[config.mk]
export PLATFORM = sky130hd
export DESIGN_NAME = adia_phase_gen
export DESIGN_NICKNAME = d
export VERILOG_FILES = /design/src/rtl/adia_phase_gen.sv
export SDC_FILE = /design/constraint.sdc
export NUM_CORES = 1
export LEC_CHECK = 0
export ABC_CLOCK_PERIOD_IN_PS = 5100
export BUFFER_PORTS_ARGS = -buffer_cell sky130_fd_sc_hd__buf_2
export CORE_MARGIN = 4
export CORE_UTILIZATION = 39
export CTS_CLUSTER_DIAMETER = 30
export DETAILED_ROUTE_END_ITERATION = 7
export PLACE_DENSITY = 0.62
export SLEW_MARGIN = 25
export SYNTH_ARGS = -nofsm -noshare
export SYNTH_HDL_FRONTEND = slang
export SYNTH_SLANG_ARGS = --single-unit
[constraint.sdc]
create_clock -name clk -period 5.1 [get_ports clk]
set_input_delay 0.255 -clock clk [delete_from_list [all_inputs] [get_ports clk]]
set_output_delay 0.255 -clock clk [all_outputs]
set_load 0.02 [all_outputs]
[src/rtl/adia_phase_gen.sv]
// Quarter-phase power-clock sequencer and token tracker for cascaded adiabatic stages.
// Optional stall input is enabled by defining ADIA_PHASE_STALL_EN.
module adia_phase_gen #(
  parameter int NSTAGES = 7,
  parameter int QTICKS  = 4
) (
  input  logic               clk,
  input  logic               rst_n,
  input  logic               en,
  input  logic               in_valid,
`ifdef ADIA_PHASE_STALL_EN
  input  logic               stall,
`endif
  output logic               in_ready,
  output logic               out_valid,
  output logic               busy,
  output logic [0:NSTAGES-1] clkpos,
  output logic [0:NSTAGES-1] clkneg
);

  localparam int QW = (QTICKS > 1) ? $clog2(QTICKS) : 1;

  typedef enum logic [1:0] {OFF, RUN, DRAIN} state_t;

  state_t             r_state, w_stateNext;
  logic [QW-1:0]      r_qCnt, w_qCntNext;
  logic [1:0]         r_q, w_qNext;
  logic [NSTAGES-1:0] r_tok, w_tokNext;
  logic               w_stall, w_active, w_run, w_boundary, w_qWrap, w_accept;

`ifdef ADIA_PHASE_STALL_EN
  assign w_stall = stall && (r_state != OFF);
`else
  assign w_stall = 1'b0;
`endif

  assign w_active   = (r_state != OFF);
  assign w_run      = w_active && !w_stall;
  assign w_boundary = (r_qCnt == '0);
  assign w_qWrap    = (r_qCnt == QW'(QTICKS - 1));

  // Stage 0 enters EVAL when q becomes 1; that boundary is the only launch slot.
  assign in_ready  = (r_state == RUN) && !w_stall && (r_q == 2'd1) && w_boundary;
  assign w_accept  = in_ready && in_valid;
  assign out_valid = w_run && w_boundary && r_tok[NSTAGES-1];
  assign busy      = w_active;

  always_comb begin
    w_qCntNext = r_qCnt;
    w_qNext    = r_q;
    w_tokNext  = r_tok;
    if (w_run) begin
      w_qCntNext = w_qWrap ? '0 : r_qCnt + QW'(1);
      w_qNext    = w_qWrap ? r_q + 2'd1 : r_q;
      if (w_boundary) begin
        w_tokNext[0] = w_accept;
        for (int i = 1; i < NSTAGES; i++) begin
          w_tokNext[i] = r_tok[i-1];
        end
      end
    end
  end

  // DRAIN exits when the coming cycle is the q=0 boundary with nothing in flight,
  // so OFF is entered exactly on that boundary.
  always_comb begin
    w_stateNext = r_state;
    case (r_state)
      OFF:   if (en) w_stateNext = RUN;
      RUN:   if (!w_stall && !en) w_stateNext = DRAIN;
      DRAIN: begin
        if (!w_stall) begin
          if (en) begin
            w_stateNext = RUN;
          end else if (w_qNext == 2'd0 && w_qCntNext == '0 && w_tokNext == '0) begin
            w_stateNext = OFF;
          end
        end
      end
      default: w_stateNext = OFF;
    endcase
  end

  always_ff @(posedge clk) begin
    if (!rst_n) begin
      r_state <= OFF;
      r_qCnt  <= '0;
      r_q     <= 2'd0;
      r_tok   <= '0;
    end else begin
      r_state <= w_stateNext;
      if (w_stateNext == OFF) begin
        r_qCnt <= '0;
        r_q    <= 2'd0;
        r_tok  <= '0;
      end else begin
        r_qCnt <= w_qCntNext;
        r_q    <= w_qNext;
        r_tok  <= w_tokNext;
      end
    end
  end

  // Stage i lags stage 0 by i quarters; EVAL and HOLD drive the positive rail.
  always_comb begin
    logic [1:0] ph;
    clkpos = '0;
    for (int i = 0; i < NSTAGES; i++) begin
      ph        = r_q - 2'(i);
      clkpos[i] = w_active && ((ph == 2'd1) || (ph == 2'd2));
    end
  end

  assign clkneg = ~clkpos;

endmodule

After elaboration in Yosys (flattened, before gate mapping) --
Cells that the tools add are included.
Word-level totals: output and inout port bits 17, bits of input ports 4, flip-flop bits (word level) 13, logic and storage cells 56
Operators by class: reductions and logical operators 23, add/sub/neg operators 5, bitwise logic cells 2, equal/unequal tests 11, mux-type cells 11
Operator list (number):
- 2-to-1 mux 2 bit | 8
- 2-to-1 mux 7 bit | 2
- equality test 2 bit, second input constant | 6
- logical AND 1 bit | 11
- equality test 2 x 1 -> 1 bit, second input constant | 5
- zero test 2 bit | 5
- zero test 7 bit | 1
- NOT 7 bit | 1
- one-hot mux 2 bit (3 select lines) | 1
- adder 2 x 1 -> 2 bit, second input constant | 2
- logical OR 1 bit | 4
- subtractor 2 bit, second input constant | 2
- nonzero test 2 bit | 1
- OR reduction 2 bit | 1
- subtractor 2 x 1 -> 2 bit, second input constant | 1
- NOT 1 bit | 1

Longest topological paths before layout --
Gate-level depths: netlist of the first run.
word-level depth 13, mapped depth 7, gate-level depth less buffers 6

Worst setup path after synthesis of the first run --
No wires, ideal clock.
kind flip-flop to output port, from register r_state[1], to output port clkpos[1] in the netlist's numbering, stages on the path, launching flop included 7, path slack 3.168 ns, arrival 1.677 ns, required time 4.845 ns, path buffers 2, cell sequence dfxtp_1 > nor2_2 > clkinv_4 > clkbuf_1 > nand2_1 > inv_1 > buf_4
On the way: cells in the longest elaborated chain, start to end 2
Ends and longest elaborated chain:
- from (decl) | RTL line 25 | state_t r_state, w_stateNext;
- from (signal assigned) | RTL line 91 | r_state <= w_stateNext;
- nonzero test 2 bit | RTL line 37 | assign w_active = (r_state != OFF);
- via busy | RTL line 16 | output logic busy,
- logical AND 1 bit
- to (decl) | RTL line 17 | output logic [0:NSTAGES-1] clkpos,
The timed path passes the listed nets, and every way through them passes these cells.

Worst setup path in the final report of the first run --
from register r_qCnt[0], to output port in_ready
On the way: cells in the longest elaborated chain, start to end 2
Ends and longest elaborated chain:
- from (decl) | RTL line 26 | logic [QW-1:0] r_qCnt, w_qCntNext;
- from (signal assigned) | RTL line 97 | r_qCnt <= w_qCntNext;
- zero test 2 bit | RTL line 39 | assign w_boundary = (r_qCnt == '0);
- logical AND 1 bit | RTL line 43 | assign in_ready = (r_state == RUN) && !w_stall && (r_q == 2'd1) && w_boundary;
- to (decl) | RTL line 14 | output logic in_ready,
No other way between the ends.

==> results of run 1 <==
==> stage by stage <==
step	cells	util (%)	instance area (µm²)
final	132	46.8	817
after global routing	132	46.8	817
after CTS	132	46.8	817
after detailed placement	128	45.3	791
after global placement	128	45.3	791
after floorplan	93	-	728
==> cells by family after synthesis <==
logic type / Yosys count / synth area share (%)
and+or+nand+nor: 39 / 26.1
xor gates and xnor gates: 4 / 4.81
buffers and inverters: 18 / 14.3
DFF: 13 / 35.7
AOI/OAI and AO/OA: 16 / 13.9
adders and majority gates: 3 / 5.16
==> critical path, stage by stage, from the launching register on <==
cell,delay (ns)
dfxtp_1,0.36
inv_1,0.07
ha_1,0.37
nand3_1,0.14
nor2_1,0.19
buf_2,0.21
==> per-layer routing <==
layer | vias to the layer above | global-route usage [%] | routed length, µm
li1 | 335 | - | -
met1 | 275 | 14.6 | 649
met2 | 26 | 20.2 | 604
met3 | 5 | 2.33 | 112
met4 | 0 | 6.99 | 34
met5 | - | 0 | 0
==> cell type report <==
| cell class | instances | share of cell area (%) |
|---|---|---|
| clock buffers | 4 | 3.22 |
| inverters | 8 | 4.29 |
| flip-flops and latches | 13 | 31.9 |
| multi-input cells | 62 | 44.6 |
| well taps | 25 | 3.83 |
| repair buffers | 20 | 12.3 |
==> final timing paths <==
check | endpoint | depth (start not counted)
setup / recovery | in_ready | 5
hold / removal | r_state[0]$_SDFF_PN0_ | 2
setup reg to reg | r_state[1]$_SDFF_PN0_ | 6
hold reg to reg | r_tok[6]$_SDFF_PP0_ | 2
==> cells in the mapped netlist, drive strengths merged <==
master and n:
nand2 14, dfxtp 13, a21oi 9, nor2 9, buf 8, inv 7, nand3 7, ha 3
nor3b 3, and3 2, clkbuf 2, nor3 2, xnor2 2, xor2 2, a211o 1, a221o 1
a22oi 1, clkinv 1, nand2b 1, o211ai 1, o21ai 1, o221ai 1, o31a 1, or4 1
==> power groups by stage <==
stage | clock, W | combinational, W | sequential [W]
4_1_cts | 0.0000651 | 0.0000245 | 0.000104
3_5_place_dp | 0 | 0.0000245 | 0.000107
6_report | 0.0000633 | 0.0000243 | 0.000104
2_1_floorplan | 0 | 0.0000197 | 0.000106
5_1_grt | 0.0000710 | 0.0000269 | 0.000105
3_3_place_gp | 0 | 0.0000241 | 0.000107
==> registers in the layout, summed over array words and instances (netlist names) <==
signal / cells
r_q: 2
r_qCnt: 2
r_state: 2
r_tok: 7
==> placed cells by master, fill, tap and decap left out, drive strengths merged, types with 2 or more instances in the layout <==
cell type	count
xor2	2
ha	3
inv	7
dfxtp	13
clkbuf	4
nor2	9
and3	2
nand3	7
a21oi	9
nor3b	3
nand2	14
nor3	2
buf	20
xnor2	2
==> run summary, run 1 <==
The run finished with clean final reports. After synthesis, the netlist uses 28 different library cells. For flop-to-flop paths, the worst setup slack is 3.33 ns. The detail route stage leaves a number of antenna-violating nets equal to 0. The tools report the final number of setup-violating endpoints as 0. The clock group share of total power is 33.0%, and the mean cell area of the mapped netlist is 7.83 µm². For the worst max-slew margin expressed relative to the limit, the log shows 43.8%.

The cell sitting at the root of the clock tree is a clkbuf_4. The biggest fanout along the worst timing path works out to 9. The vertical extent of the die is 51.2 µm, and the number of buffers inserted by post-CTS setup repair is 0.

The top cell type's share of synthesized area was 35.7%. The critical path in this run is classified as reg -> out. Final critical-path share of the clock period: 36.6%. The minimum hold slack was 0.250 ns; the area taken by flip-flops and latches was 260 µm². TritonCTS built the clock tree.

The reported max-cap violation count was 0; the area of the core region was 1750 µm². The number of antenna violations at the first check in global routing was 0; the pre-CTS setup slack was 3.34 ns. The longest clock path from root to sink contains 2 buffers. The worst-case setup margin in the final layout is 3.23 ns. Critical path startpoint: r_qCnt[0]$_SDFF_PP0_. Yosys attributes the largest share of cell area to dfxtp_1, nand2_1, a21oi_1, buf_4, ha_1. Compared with the post-synthesis result, the final layout area differs by 12.2%. The detailed router placed 641 vias in this run. The synthesized design spends more area on one cell type than any other, namely dfxtp_1. At the later pin of the worst-skew pair, clock insertion delay measures 0.27 ns. The run gives 0 ns as the total negative slack. During placement, the flow inserted port buffers numbering 20. The startpoint identified for the worst hold timing path is rst_n.

The pin count of the biggest net entering global routing was 16. For the total number of yosys warnings, the log shows 0. The part of the total power dissipated in combinational logic is 12.7%. Type of the tightest min-delay check: in -> reg.

The time the final worst path needs with I/O delays and setup is 1.87 ns, and the number of DRC markers after the initial detailed-route iteration is 1. After synthesis, flip-flops and latches occupy 35.7% of the total area. After synthesis the netlist holds a flip-flop and latch count of 13. Counting every net in the synthesized netlist gives 100. The tools report the number of placement rows as 15. The post-cts sizing count is 0, and the switching part of the total is 26.9%. The tools report the startpoint type of the worst setup path as a flop. The tools report the number of H-tree levels as 1. In this run the static leakage power is 0.360 nW. The floorplan die width is 51.2 µm, and the sum of net half-perimeters after detailed placement is 1090 µm. After detailed routing, the total wire length is 1400 µm.

The final net count is 115, and the internal power consumption is 0.000140 W. The logs give 0 for the number of max-slew violations in the final report and 0.000192 W for the overall power after layout. The tools report the net switching power as 0.0000516 W. The tools report the maximum VDD drop as 0.000117 V. The iteration count of the initial detailed-routing pass is 4. In the final layout, the share of cells above drive strength 1 is 24.3%. Global routing used 12.2% of the available tracks across all layers. Data on the critical path is required at its endpoint by 4.85 ns.

The startpoint identified for the worst register-to-register timing path is r_qCnt[0]$_SDFF_PP0_. For the filler cell count in the final layout, the log shows 187. The tools report the element type at the critical path end as a primary output. The tools report the clock skew as 0.00140 ns. In the routed design, unresolved DRC markers number 0. The area enclosed by the die boundary is 2620 µm², and the detailed-route vias per instance is 4.86. The initial utilization of the core area, before any placement, comes to 41.7%. Wire length of the first global-routing pass: 2470 µm. The congestion estimate from routability-driven global placement came to 0.808. The number of clock buffers added by TritonCTS is 3. Per report_power, the sequential group accounts for 54.3% of the total.

Power spread over the standard cell area amounts to 235 nW/µm². Setup repair after global routing left no endpoint under its margin. Summing every instance area after synthesis gives 728 µm². Total of hold buffers inserted after clock tree synthesis: 0. 21 I/O pins were placed. Number of failing hold endpoints at the final stage: 0.

For this run, the top clock speed supported by timing is 536 MHz. The run gives 1.61 ns as the arrival time at the worst endpoint. For this run the aggregate overflow at the end of global routing stands at 0. The repair_antennas step left the layout with diodes totalling 0.

The multi-input combinational cells in the finished layout cover a total of 364 µm². The number of standard cells after synthesis was 93; the transition time at the pin with the least slew margin was 0.839 ns. The tools report the number of global-route vias before repair as 616. In the final routed layout, each cell accounts on average for 10.6 µm. The clock input transition at the sequential cells of the worst setup and hold paths was 0.08 ns; the number of clock sinks was 13.
(Power assumes the default switching activity.)
==> run 2: changes to the inputs <==
ABC_AREA = 1   (was not set)
ABC_CLOCK_PERIOD_IN_PS = 1700   (was 5100)
PLACE_DENSITY = 0.63   (was 0.62)
clock period = 1.7 ns   (was 5.1 ns; I/O delays follow)
==> run 2 against run 1 <==
Die area rose by 14%. Sequential power grew to 3.1 times the previous value. Largest cell class unchanged. Highest routed layer unchanged. Final area up 32%. Register-to-register slack got worse by 3.2 ns.
==> run summary, run 2 <==
The flow ran to the end, and the final reports show no timing, DRC or antenna violations. Final routed wirelength across all metal layers: 1810 µm (was 1400 µm). The fraction of the mapped netlist area in compound gates is 13.6% (was 13.9%). The arrival time at the worst endpoint is 1.75 ns (was 1.61 ns), and the maximum single-stage delay on the critical path is 0.35 ns (was 0.37 ns). The startpoint type of the worst setup path was a flop (unchanged). The commonest register cell after synthesis was dfxtp_1 (unchanged). The number of buffers created by CTS is 3 (unchanged), and the number of DRC violations after detailed routing is 0 (unchanged).

The final antenna-violating net count is 0 (unchanged). Critical-path cell with the highest stage delay: dfxtp_1 (was ha_1). The minimum hold slack is 0.205 ns (was 0.250 ns), and the share of layout cells above drive strength 1 is 46.6% (was 24.3%). The filler cell count in the final layout is 212 (was 187).

The total global routing track utilization was 14.1% (was 12.2%). The most frequent standard cell in the layout excluding fill and tap cells is nand2_1 (was buf_2). The area of the core region was 2020 µm² (was 1750 µm²); the depth of the most critical reg-to-reg path was 13 (was 6). Biggest area contributors in the synthesized netlist: dfxtp_1, nand2_1, a21oi_2, inv_1, buf_4 (was dfxtp_1, nand2_1, a21oi_1, buf_4, ha_1). The tools report the combined area of all synthesized cells as 848 µm² (was 728 µm²).

The root buffer cell was clkbuf_4 (unchanged). Register with the most flip-flops: r_tok (unchanged). The number of failing hold endpoints at the final stage was 0 (unchanged); the number of H-tree levels was 1 (unchanged).

The ratio of total power to cell area works out to 665 nW/µm² (was 235 nW/µm²). The tools report the number of standard cells after synthesis as 123 (was 93). The biggest fanout along the worst timing path came out at 6 (was 9). Highest-count cells in the layout ignoring fill and taps: nand2_1, buf_2, inv_1, a21oi_2, dfxtp_1 (was buf_2, nand2_1, dfxtp_1, a21oi_1, nor2_1). The final net count was 154 (was 115); the mux cell area share after synthesis was 0% (unchanged). The clock skew came out at 0.00292 ns (was 0.00140 ns). The time the final worst path needs with I/O delays and setup is 1.60 ns. For this run, the top clock speed supported by timing is 626 MHz.

The adder and majority cell fraction of the synthesized area is 4.42% (was 5.15%), and the number of clock sinks is 13 (unchanged). The logs give 0 (unchanged) for the total grt overflow and 0 (unchanged) for the number of antenna diodes. The instance area at placement was 968 µm² (was 791 µm²). The share of flip-flops with an asynchronous set or reset after synthesis is 0% (unchanged).

Worst flop-to-flop path endpoint: r_q[1]$_SDFF_PP0_ (was r_state[1]$_SDFF_PN0_). The run gives 130 (was 100) as the post-synth net total. Worst-case hold path end point: r_tok[0]$_SDFF_PP0_ (was r_state[0]$_SDFF_PN0_).

Synthesized-area fraction occupied by xor and xnor cells: 1.03% (was 4.81%). The sum of net half-perimeters after detailed placement came out at 1360 µm (was 1090 µm). The run gives 0.776 (was 0.808) as the final estimated routing congestion in global placement. The average routed wire per standard cell came out at 10.4 µm (was 10.6 µm). The tools report the number of placement rows as 16 (was 15). The initial core utilization was 42.0% (was 41.7%); the sum of buffers and inverters on the critical path was 4 (was 2). For the worst max-slew margin expressed relative to the limit, the log shows 81.3% (was 43.8%).

The type of the tightest min-delay check was in -> reg (unchanged). The largest family of logic cells by synthesized area was simple AND/OR/NAND/NOR gates (unchanged). Total via count after detailed routing: 779 (was 641). The total of hold buffers inserted after clock tree synthesis is 0 (unchanged), and the mean cell area of the mapped netlist is 6.90 µm² (was 7.83 µm²). The static leakage was 0.522 nW (was 0.360 nW); the maximum root-to-sink buffer count was 2 (unchanged). Ranking of synthesized cells by instance count: nand2_1, inv_1, dfxtp_1, nor2_1, a21oi_2 (was dfxtp_1, nand2_1, a21oi_1, nor2_1). The required arrival time at the worst endpoint is 1.85 ns (was 4.85 ns), and the pin count of the biggest net entering global routing is 13 (was 16).

Chain of cells forming the critical path: inv_2 -> ha_4 -> nand2_1 -> clkinv_1 -> nand3_1 -> nand2_1 -> clkinv_1 -> nand2_1 -> nor2_2 -> nand3_2 -> nand2_2 -> buf_6 -> a21oi_1 (was inv_1 -> ha_1 -> nand3_1 -> nor2_1 -> buf_2). The wire length of the first global-routing pass was 3060 µm (was 2470 µm). The vertical extent of the die came out at 54.6 µm (was 51.2 µm).

The number of synthesized flops with an enable pin works out to 0 (unchanged). Among the stages of the critical path, the cell type that occurs most often is nand2_1. The post-synthesis share of cell area spent on and, or, nand and nor gates was 31.1% (was 26.1%); the number of DRC markers after the initial detailed-route iteration was 9 (was 1). Top cell type by total area after synthesis: dfxtp_1 (unchanged).

The tools report the startpoint of the tightest hold check path as in_valid (was rst_n). The detailed-route vias per instance was 4.50 (was 4.86); the total number of yosys warnings was 0 (unchanged). The number of flip-flops under the largest register name works out to 7 (unchanged). The startpoint-to-endpoint class of the critical path is reg -> reg (was reg -> out).

The run gives 2990 µm² (was 2620 µm²) as the area enclosed by the die boundary. The tools report the number of max-slew violations in the final report as 0 (unchanged). The logs give 173 (was 132) for the post-layout instance count excluding filler cells and 0.27 ns (about the same) for the latest clock arrival within the worst-skew pair. The number of cells on the worst hold path is 5 (was 2), and the number of placed I/O pins is 21 (unchanged).

The maximum VDD drop was 0.000387 V (was 0.000117 V); the final number of setup-violating endpoints was 0 (unchanged). The element type at the critical path end is a flop (was a primary output). The iteration count of the initial detailed-routing pass was 4 (unchanged). The beginning of the worst register-to-register path is r_qCnt[1]$_SDFF_PP0_ (was r_qCnt[0]$_SDFF_PP0_). TritonCTS built the clock tree. The total of flip-flops plus latches after synthesis was 13 (unchanged); the slack of the worst reg-to-reg path was 0.10 ns (was 3.33 ns).

The top cell type's share of synthesized area is 30.7% (was 35.7%), and the placed instance count is 168 (was 128). The area taken by flip-flops and latches is 264 µm² (was 260 µm²), and the final standard cell area without fillers is 1080 µm² (was 817 µm²). The critical path's top delay family is simple AND/OR/NAND/NOR gates (was adder cells). The reported max-cap violation count is 0 (unchanged), and the total area of multi-input combinational cells is 485 µm² (was 364 µm²). The transition time at the pin with the least slew margin is 0.279 ns (was 0.839 ns), and the number of global-route vias before repair is 736 (was 616).

The floorplan die width came out at 54.6 µm (was 51.2 µm). After layout, the worst path uses 94.0% of the clock period. For the number of antenna violations at the first check in global routing, the log shows 0 (unchanged). The area added between synthesis and finish is 27.3% (was 12.2%), and the share of the yosys chip area belonging to registers is 30.7% (was 35.7%). In the post-synthesis netlist, the cell with the most instances is nand2_1. The number of different library cells in the post-synthesis netlist is 23 (was 28), and the quantity of I/O buffers inserted on ports is 20 (unchanged). The clock input transition at the sequential cells of the worst setup and hold paths works out to 0.08 ns (about the same).
-- run 2: area by class of cell --
type,count,share of cell area [%]
multi-input combinational,75,45.0
sequential,13,24.4
timing repair buffer,27,15.6
inverter,27,9.39
tap,27,3.13
clock buffer,4,2.43
-- run 2: cell families (layout without fill, tap and decap cells) --
| group | count (synthesis) | in the layout |
|---|---|---|
| simple gates | 56 | 56 |
| buf+inv | 35 | 58 |
| compound gates | 15 | 15 |
| flops | 13 | 13 |
| fa+ha+maj | 3 | 3 |
| xor+xnor | 1 | 1 |
-- run 2: repair_timing --
item	4_1_cts	5_1_grt
pin swaps	2	2
cloned	0	0
resized for setup	8	14
endpoints found under the setup margin	15	16
buffers inserted	0	1
-- run 2: worst max-delay path by stage --
stage                     slack [ns]  depth (start not counted)                 start                   to
after floorplan                 0.09                          7     r_q[1]$_SDFF_PP0_            clkneg[1]
after global placement        -0.002                         12  r_qCnt[0]$_SDFF_PP0_  r_tok[6]$_SDFF_PP0_
after detailed placement       -0.02                         12  r_qCnt[0]$_SDFF_PP0_  r_tok[6]$_SDFF_PP0_
after CTS                      0.002                         12  r_qCnt[0]$_SDFF_PP0_  r_tok[6]$_SDFF_PP0_
after global routing           -0.01                         12  r_qCnt[0]$_SDFF_PP0_    r_q[1]$_SDFF_PP0_
final                           0.10                         13  r_qCnt[1]$_SDFF_PP0_    r_q[1]$_SDFF_PP0_
-- run 2: worst reg2reg max path, delay by kind of cell (launching register included) --
kind,cells,cell delay [ns]
adder cells (fa/ha/maj),1,0.17
flip-flops,1,0.35
AO/OA/AOI/OAI,1,0.07
buffers and inverters,4,0.32
AND/OR/NAND/NOR,7,0.58
-- run 2: through the flow --
step           util (%)  power, W  setup WS (ns)  setup TNS [ns]
4_1_cts            50.8  0.000715        0.00184               0
6_report           53.4  0.000718          0.102               0
2_1_floorplan         -  0.000478         0.0923               0
3_3_place_gp       47.9  0.000517       -0.00209        -0.00209
5_1_grt            53.4  0.000770        -0.0103         -0.0192
3_5_place_dp       47.9  0.000520        -0.0212         -0.0588
-- run 2: power breakdown --
part	switching [W]	internal [W]	leakage [nW]
clock	0.0000971	0.0000908	0.0150
combinational	0.000131	0.0000742	0.400
sequential	0.00000763	0.000318	0.107
total	0.000235	0.000483	0.522
-- run 2: layer usage --
metal  vias to the layer above  wire length [µm]  GRT usage (%)
met5                         -                 0              0
met4                         0                 9           6.22
met3                         2                77           2.45
met2                        13               922           23.0
met1                       357               796           17.9
li1                        407                 -              -
==> run 3: changes to the inputs <==
ABC_CLOCK_PERIOD_IN_PS = 2000   (was 1700)
GPL_ROUTABILITY_DRIVEN = 0   (was not set)
PLACE_DENSITY = 0.6   (was 0.63)
RECOVER_POWER = 25   (was not set)
clock period = 2 ns   (was 1.7 ns; I/O delays follow)
==> run 3 against run 2 <==
Global-route usage shrank 2.2 points. Clock-buffer cell count stayed put. Final area is 13% lower. Sequential power down 15%. Cell count shrank 4.0%. Power is 19% lower. Sequential share of layout area grew 3.2 points. Combinational power shrank 28%. Largest cell class unchanged. Largest power group unchanged.
==> run summary, run 3 (synthesis results as in run 2) <==
The average routed wire per standard cell was 9.28 µm (was 10.4 µm). The type of the tightest min-delay check is in -> reg (unchanged). The number of DRC violations after detailed routing came out at 0 (unchanged). The time the final worst path needs with I/O delays and setup was 1.83 ns (was 1.60 ns).

The clock input transition at the sequential cells of the worst setup and hold paths came out at 0.07 ns (was 0.08 ns). Arrival time at the worst endpoint: 1.96 ns (was 1.75 ns). The total global routing track utilization is 11.9% (was 14.1%), and the sum of net half-perimeters after detailed placement is 1210 µm (was 1360 µm). Number of placement rows: 16 (unchanged). Number of antenna diodes: 0 (unchanged).

The number of logic stages on the critical path including buffering was 11 (was 13). The tools report the maximum VDD drop as 0.000523 V (was 0.000387 V). The worst-case setup margin in the final layout came out at 0.174 ns (was 0.102 ns).

The tools report the final antenna-violating net count as 0 (unchanged). The transition time at the pin with the least slew margin is 0.697 ns (was 0.279 ns), and the clock skew is 0.000519 ns (was 0.00292 ns). The floorplan die width came out at 54.6 µm (unchanged).

The number of flip-flops under the largest register name is 7 (unchanged). The depth of the most critical reg-to-reg path works out to 11 (was 13). The tools report the upper clock frequency limit as 548 MHz (was 626 MHz).

The number of DRC markers after the initial detailed-route iteration came out at 16 (was 9). The sum of buffers and inverters on the critical path came out at 2 (was 4). Required arrival time at the worst endpoint: 2.14 ns (was 1.85 ns). The final routed wirelength across all metal layers was 1540 µm (was 1810 µm); the maximum single-stage delay on the critical path was 0.34 ns (was 0.35 ns). The tools report the number of buffers created by CTS as 3 (unchanged). The tools report the number of H-tree levels as 1 (unchanged).

The number of placed I/O pins is 21 (unchanged). The worst max-slew margin expressed relative to the limit came out at 53.4% (was 81.3%). The tools report the number of buffers inserted by post-CTS setup repair as 0 (unchanged). Chain of cells forming the critical path: inv_1 -> ha_1 -> inv_1 -> nand2_1 -> nand2_1 -> a21oi_1 -> nand2_1 -> nor2_2 -> nand3_2 -> nand2_2 -> a21oi_1 (was inv_2 -> ha_4 -> nand2_1 -> clkinv_1 -> nand3_1 -> nand2_1 -> clkinv_1 -> nand2_1 -> nor2_2 -> nand3_2 -> nand2_2 -> buf_6 -> a21oi_1).

The startpoint type of the worst setup path is a flop (unchanged). The most frequent standard cell in the layout excluding fill and tap cells was nand2_1 (unchanged). The post-layout instance count excluding filler cells is 166 (was 173). The iteration count of the initial detailed-routing pass was 4 (unchanged).

The pre-CTS setup slack is 0.184 ns (was -0.0212 ns), and the maximum root-to-sink buffer count is 2 (unchanged). The logs give 13 (unchanged) for the pin count of the biggest net entering global routing and 42.0% (unchanged) for the initial core utilization. The detailed-route vias per instance came out at 4.30 (was 4.50).

The root buffer cell was clkbuf_4 (unchanged). The final critical-path share of the clock period came out at 91.3% (was 94.0%). The ratio of total power to cell area works out to 618 nW/µm² (was 665 nW/µm²). The share of layout cells above drive strength 1 was 28.8% (was 46.6%). The critical path's top delay family is simple AND/OR/NAND/NOR gates (unchanged).

The cell seen most often among critical-path stages is nand2_1 (unchanged). The number of global-route vias before repair was 620 (was 736); the final number of setup-violating endpoints was 0 (unchanged). The startpoint-to-endpoint class of the critical path was reg -> reg (unchanged). The tools report the total negative slack as 0 ns (unchanged). Number of clock sinks: 13 (unchanged). The biggest fanout along the worst timing path was 12 (was 6).

Setup repair after global routing left no endpoint under its margin. For the number of antenna violations at the first check in global routing, the log shows 0 (unchanged). For the wire length of the first global-routing pass, the log shows 2530 µm (was 3060 µm).

Highest-count cells in the layout ignoring fill and taps: nand2_1, inv_1, buf_2, dfxtp_1, nor2_1 (was nand2_1, buf_2, inv_1, a21oi_2, dfxtp_1). The critical-path cell with the highest stage delay was dfxtp_1 (unchanged). The post-cts sizing count was 0 (was 8). The latest clock arrival within the worst-skew pair is 0.27 ns (about the same). Number of failing hold endpoints at the final stage: 0 (unchanged).

The vertical extent of the die is 54.6 µm (unchanged). The minimum hold slack came out at 0.176 ns (was 0.205 ns). The tools report the element type at the critical path end as a flop (unchanged). The register with the most flip-flops was r_tok (unchanged).

The run gives 147 (was 154) as the final net count. The placed instance count was 162 (was 168); the area added between synthesis and finish was 10.8% (was 27.3%). For the static leakage, the log shows 0.447 nW (was 0.522 nW).

For the total via count after detailed routing, the log shows 714 (was 779). The logs give 2990 µm² (unchanged) for the area enclosed by the die boundary and 0 (unchanged) for the reported max-cap violation count. The total of hold buffers inserted after clock tree synthesis came out at 0 (unchanged). TritonCTS built the clock tree. The number of cells on the worst hold path works out to 5 (unchanged). The flow ran to the end, and the final reports show no timing, DRC or antenna violations. For the number of max-slew violations in the final report, the log shows 0 (unchanged). The total grt overflow came out at 0 (unchanged).

The quantity of I/O buffers inserted on ports was 20 (unchanged); the area of the core region was 2020 µm² (unchanged).
==> run 3: cell count changes in the layout (fill, tap and decap cells not counted), sizes merged <==
| cell | before | now |
|---|---|---|
| buf | 27 | 14 |
| clkbuf | 4 | 10 |
==> run 3: worst min-delay path, stage by stage <==
cell and delay (ns):
buf_2 0.10, nand3_1 0.07, nand2_1 0.05, clkinv_1 0.06, a21oi_2 0.03
==> run 3: final timing paths <==
path | from | endpoint | slack, ns
max | r_q[1]$_SDFF_PP0_ | r_q[1]$_SDFF_PP0_ | 0.17
min reg2reg | r_tok[0]$_SDFF_PP0_ | r_tok[0]$_SDFF_PP0_ | 0.55
max reg2reg | r_q[1]$_SDFF_PP0_ | r_q[1]$_SDFF_PP0_ | 0.17
min | in_valid | r_tok[0]$_SDFF_PP0_ | 0.18
==> run 3: metal layers <==
metal / track usage (%) / share of wire (%) / up-vias
li1: - / - / 395
met5: 0 / 0 / -
met2: 18.5 / 45 / 13
met3: 4.90 / 6.5 / 2
met4: 3.73 / 0.45 / 0
met1: 14.7 / 48 / 304
==> run 3: layout make-up <==
type / instances / area, µm²
Fill cell: 227 / 1080
Multi-Input combinational cell: 75 / 425
Sequential cell: 13 / 260
Inverter: 27 / 101
Timing Repair Buffer: 20 / 92.6
Tap cell: 27 / 33.8
Clock buffer: 4 / 26.3
==> run 3: per-stage QoR <==
stage	instance area, µm²	power (W)	utilization, %
2_1_floorplan	848	0.000406	-
3_3_place_gp	921	0.000430	45.5
3_5_place_dp	921	0.000432	45.5
4_1_cts	947	0.000593	46.8
5_1_grt	940	0.000624	46.5
6_report	940	0.000580	46.5
==> run 3: where the power goes <==
group	total [W]	internal [W]	switching [W]
logic	0.000148	0.0000470	0.000101
clock network	0.000157	0.0000772	0.0000794
registers	0.000276	0.000270	0.00000647
